[src/rtl/patternbuf_ctrl.sv]
// patternbuf_ctrl: serial pattern buffer with a validated frame commit and a registered field-read port.
// Define PATBUF_DBLBUF_EN to shift into a shadow array that is copied atomically to the active array.
module patternbuf_ctrl #(
  parameter int BUF_WIDTH  = 8,
  parameter int BUF_SIZE   = 32,
  parameter int PTR_W      = $clog2(BUF_SIZE),
  parameter int FRAME_BITS = BUF_WIDTH*BUF_SIZE
) (
  input  logic                 sclk,
  input  logic                 rst_n,
  input  logic                 ssel,
  input  logic                 sin,
  output logic                 sout,
  input  logic [PTR_W-1:0]     fieldp,
  input  logic                 field_rd,
  output logic [BUF_WIDTH-1:0] field_byte,
  output logic                 field_vld,
  output logic                 load_done,
  output logic                 load_err,
  output logic                 loaded
);
  localparam int CNT_W = $clog2(FRAME_BITS+2);
  localparam int N = BUF_WIDTH*BUF_SIZE;
  typedef enum logic [1:0] {S_IDLE, S_SHIFT, S_END} state_t;
  state_t state;
  logic [CNT_W-1:0] cnt;
  logic [N-1:0] act;
  logic [BUF_WIDTH-1:0] rd_word;
  logic good;
  // Words are stored flat; one left shift of the whole vector carries MSBs into the next word.
  assign good = cnt == CNT_W'(FRAME_BITS);
  always_comb begin
    rd_word = '0;
    for (int i = 0; i < BUF_SIZE; i++)
      if (fieldp == PTR_W'(i)) rd_word = act[i*BUF_WIDTH +: BUF_WIDTH];
  end
`ifdef PATBUF_DBLBUF_EN
  logic [N-1:0] shd;
  assign sout = shd[N-1];
  always_ff @(posedge sclk or negedge rst_n)
    if (!rst_n) shd <= '0;
    else if (ssel) shd <= {shd[N-2:0], sin};
`else
  assign sout = act[N-1];
`endif
  always_ff @(posedge sclk or negedge rst_n) begin
    if (!rst_n) begin
      state      <= S_IDLE;
      cnt        <= '0;
      act        <= '0;
      loaded     <= 1'b0;
      load_done  <= 1'b0;
      load_err   <= 1'b0;
      field_byte <= '0;
      field_vld  <= 1'b0;
    end else begin
      load_done <= 1'b0;
      load_err  <= 1'b0;
      field_vld <= field_rd;
      if (field_rd) field_byte <= rd_word;
      case (state)
        S_IDLE, S_END: begin
          state <= ssel ? S_SHIFT : S_IDLE;
          if (ssel) cnt <= CNT_W'(1);
`ifndef PATBUF_DBLBUF_EN
          if (ssel) loaded <= 1'b0;
`endif
        end
        S_SHIFT: begin
          if (ssel) begin
            if (cnt != CNT_W'(FRAME_BITS+1)) cnt <= cnt + CNT_W'(1);
          end else begin
            state     <= S_END;
            load_done <= good;
            load_err  <= !good;
            if (good) loaded <= 1'b1;
`ifdef PATBUF_DBLBUF_EN
            if (good) act <= shd;
`endif
          end
        end
        default: state <= S_IDLE;
      endcase
`ifndef PATBUF_DBLBUF_EN
      if (ssel) act <= {act[N-2:0], sin};
`endif
    end
  end
endmodule

[config.mk]
export PLATFORM = sky130hd
export DESIGN_NAME = patternbuf_ctrl
export DESIGN_NICKNAME = d
export VERILOG_FILES = /design/src/rtl/patternbuf_ctrl.sv
export SDC_FILE = /design/constraint.sdc
export NUM_CORES = 1
export LEC_CHECK = 0
export BUFFER_PORTS_ARGS = -buffer_cell sky130_fd_sc_hd__buf_2
export CAP_MARGIN = 20
export CORE_ASPECT_RATIO = 2
export CORE_MARGIN = 2
export CORE_UTILIZATION = 55
export CTS_CLUSTER_SIZE = 25
export DETAILED_ROUTE_END_ITERATION = 10
export HOLD_SLACK_MARGIN = 0.02
export PLACE_DENSITY = 0.74
export SETUP_SLACK_MARGIN = 0.4
export SYNTH_ARGS = -nofsm -noshare
export SYNTH_HDL_FRONTEND = slang
export SYNTH_SLANG_ARGS = --single-unit
[constraint.sdc]
create_clock -name sclk -period 1.9 [get_ports sclk]
set_clock_uncertainty 0.15 [all_clocks]
set_input_delay 0.095 -clock sclk [delete_from_list [all_inputs] [get_ports sclk]]
set_output_delay 0.095 -clock sclk [all_outputs]
set_load 0.005 [all_outputs]
==> flow_summary.json <==
{
  "p_leak_nw": 8.255,
  "synth_most_common_cell": "dfrtp_1",
  "met3_usage": 0.04955,
  "htreeDepth": 1,
  "fin_cells": 1723,
  "grt_use_met2": 0.5797,
  "fin_area_sq_um": 17410,
  "grt-ovfl-total": 0,
  "regToRegEndpoint": "field_byte[1]",
  "min_to": "field_byte[2]",
  "dp_cells": 1652,
  "cp.required_ns": 2.18,
  "numClockSinks": 279,
  "clk_path_buf_depth": 3,
  "max-vdd-ir-drop_mv": 0.7385,
  "hpwlAfterDp_mm": 32.72,
  "gr-usage-met1": 0.3605,
  "synth_flop_cell": "dfrtp_1",
  "wire_per_inst_um": 25.76,
  "async_flop_share": 1.000,
  "routed_wl_mm": 44.38,
  "rr_startpoint": "act[113]",
  "numCtsBuffers": 25,
  "ant_nets": 0,
  "yosysSeqAreaShare": 0.4977,
  "min_period_ns": 1.941,
  "path_class": "register to register",
  "floorplan.initialDensity": 0.5604,
  "yosysWarningCount": 0,
  "antenna_found_initial": 1,
  "rows": 82,
  "min_from": "field_rd",
  "io_buffers": 22,
  "die_area_sq_um": 26880,
  "top_usage_layer": "met2",
  "drv_slew": 0,
  "violations": "negative setup slack",
  "run_status": "finished, violations left",
  "p_per_area_nw_per_um2": 858.5,
  "grt_pass1_wl_mm": 66.91,
  "root_buffer": "clkbuf_16",
  "min_path_cells": 4,
  "clk_pin_slew_worst_paths_ns": 0.07,
  "ys_ff_latch": 279,
  "tritoncts": "built",
  "gp_congestion": 1.021,
  "drt_iter0_drc": 1024,
  "syn_area_sq_um": 14030,
  "hold_class": "input pin to register",
  "synth_common_cells": "dfrtp_1, mux2_2, a21oi_1, nor2_1, o21ai_0",
  "grt_pass1_vias": 11450,
  "via_count": 10800,
  "synthCells": 1174,
  "cp.arrival_ns": 2.22,
  "drive_above_1_share": 0.4585,
  "yosys.area.top_type_share": 0.4977,
  "area_delta_synth_final_pct": 24.08,
  "antennaDiodeCount": 0,
  "syn_nets": 1187,
  "fin_crit_sh": 1.022,
  "grt_max_degree": 62,
  "yosysTopAreaCell": "dfrtp_1",
  "place_area_sq_um": 15990,
  "setup_slack_ns": -0.04146,
  "synth_area_leaders": "dfrtp_1, mux2_2, mux2i_1",
  "regToRegSetupSlack_ns": -0.04,
  "end_kind": "register",
  "drc_errors": 0,
  "r2r_cells": 6,
  "hold_viol_final": 0,
  "final_nets": 1384,
  "worstSkewPairLatency_ns": 0.55,
  "slew_headroom": 0.6202,
  "grtUsageTotal": 0.3344,
  "synth_edf_count": 0,
  "path_max_fanout": 3,
  "io_pins": 23,
  "timing.fmax_mhz": 515.1,
  "max_cap_violations": 0,
  "viasPerCell": 6.268,
  "die_y_um": 229.9,
  "worstMarginPinSlew_ns": 0.5637,
  "finalSetupViolCount": 2,
  "yosysUniqueCellTypes": 83,
  "coreArea_sq_um": 25030,
  "start_kind": "register",
  "synth_area_per_cell_sq_um": 11.95,
  "rsz0062_at_grt": "true",
  "dieWidth_um": 116.9,
  "drt_first_pass_iters": 6
}
==> how the worst max path moves through the flow <==
stage	startpoint	endpoint	slack (ns)	cells past startpoint
global placement	fieldp[0]	field_byte[5]	-0.49	9
finish	act[113]	field_byte[1]	-0.04	6
global route	act[4]	field_byte[4]	-0.08	6
detailed placement	fieldp[0]	field_byte[5]	-0.49	9
CTS	act[44]	field_byte[4]	-0.09	6
floorplan	act[28]	field_byte[4]	0.18	6
==> area by class of cell <==
| cell class | instances | area [sq um] |
|---|---|---|
| Multi-Input combinational cell | 783 | 6807 |
| Timing Repair Buffer | 263 | 2292 |
| Sequential cell | 279 | 6984 |
| Clock inverter | 8 | 118.9 |
| Tap cell | 336 | 420.4 |
| Fill cell | 1909 | 7627 |
| Clock buffer | 35 | 713.2 |
| Inverter | 19 | 71.32 |
==> per-stage QoR <==
step / setup TNS (ns) / hold WS (ns) / setup slack [ns] / total power (W) / utilization
after global placement: -2.277 / -0.06762 / -0.4884 / 0.009492 / 0.6387
after detailed placement: -2.283 / -0.06162 / -0.4855 / 0.009567 / 0.6387
after CTS: -0.09767 / 0.02534 / -0.08645 / 0.01488 / 0.6839
after global routing: -0.2435 / 0.09516 / -0.08069 / 0.01545 / 0.6953
after floorplan: 0 / -0.3506 / 0.1808 / 0.008302 / -
final: -0.07562 / 0.06189 / -0.04146 / 0.01494 / 0.6953
==> registers in the layout, summed over array words and instances (netlist names) <==
register,flops
act,256
cnt,9
field_byte,8
field_vld,1
load_done,1
load_err,1
loaded,1
state,2
==> power by group <==
| part | switching, W | internal (W) |
|---|---|---|
| Combinational | 0.00125 | 0.00134 |
| Clock | 0.00225 | 0.00302 |
| Sequential | 0.000577 | 0.00650 |
| Total | 0.00408 | 0.0109 |
==> cell families after synthesis <==
| logic type | synth area share |
|---|---|
| muxes | 0.2365 |
| DFF | 0.4977 |
| AOI/OAI and AO/OA | 0.1285 |
| and+or+nand+nor | 0.08580 |
| buffers and inverters | 0.04442 |
| xor gates and xnor gates | 0.004370 |
| adders and majority gates | 0.002676 |
==> critical path: stages (launching register included) <==
cell and delay (ns):
dfrtp_1 0.40, mux4_2 0.50, a2bb2oi_2 0.16, o211ai_1 0.12, nand3_1 0.19, a32oi_2 0.23
o21ai_1 0.07
==> placed cells by master (no fill, tap or decap), types with 15 or more instances in the layout <==
master,Yosys,routed
dfrtp_1,279,277
mux2_2,255,256
buf_4,8,210
a21oi_1,59,54
nor2_1,54,50
o21ai_0,44,40
nand2_1,33,31
clkbuf_16,0,27
mux2i_1,30,26
buf_12,0,22
buf_2,30,18
nand2b_1,18,17
nor3_1,21,16
inv_1,16,15
==> metal layers <==
layer,vias to the layer above,wire length (um)
li1,4778,-
met1,5392,15150
met2,419,23000
met3,208,2040
met4,2,4171
met5,-,13
==> timing repair <==
item	in CTS	in global routing
hold endpoints to repair	330	46
cloned	0	3
endpoints found under the setup margin	19	247
pin swaps	28	33
resized for setup	37	36
setup buffers	7	11
hold buffers	7	1
Note: power is estimated with default switching activity, not from simulation.
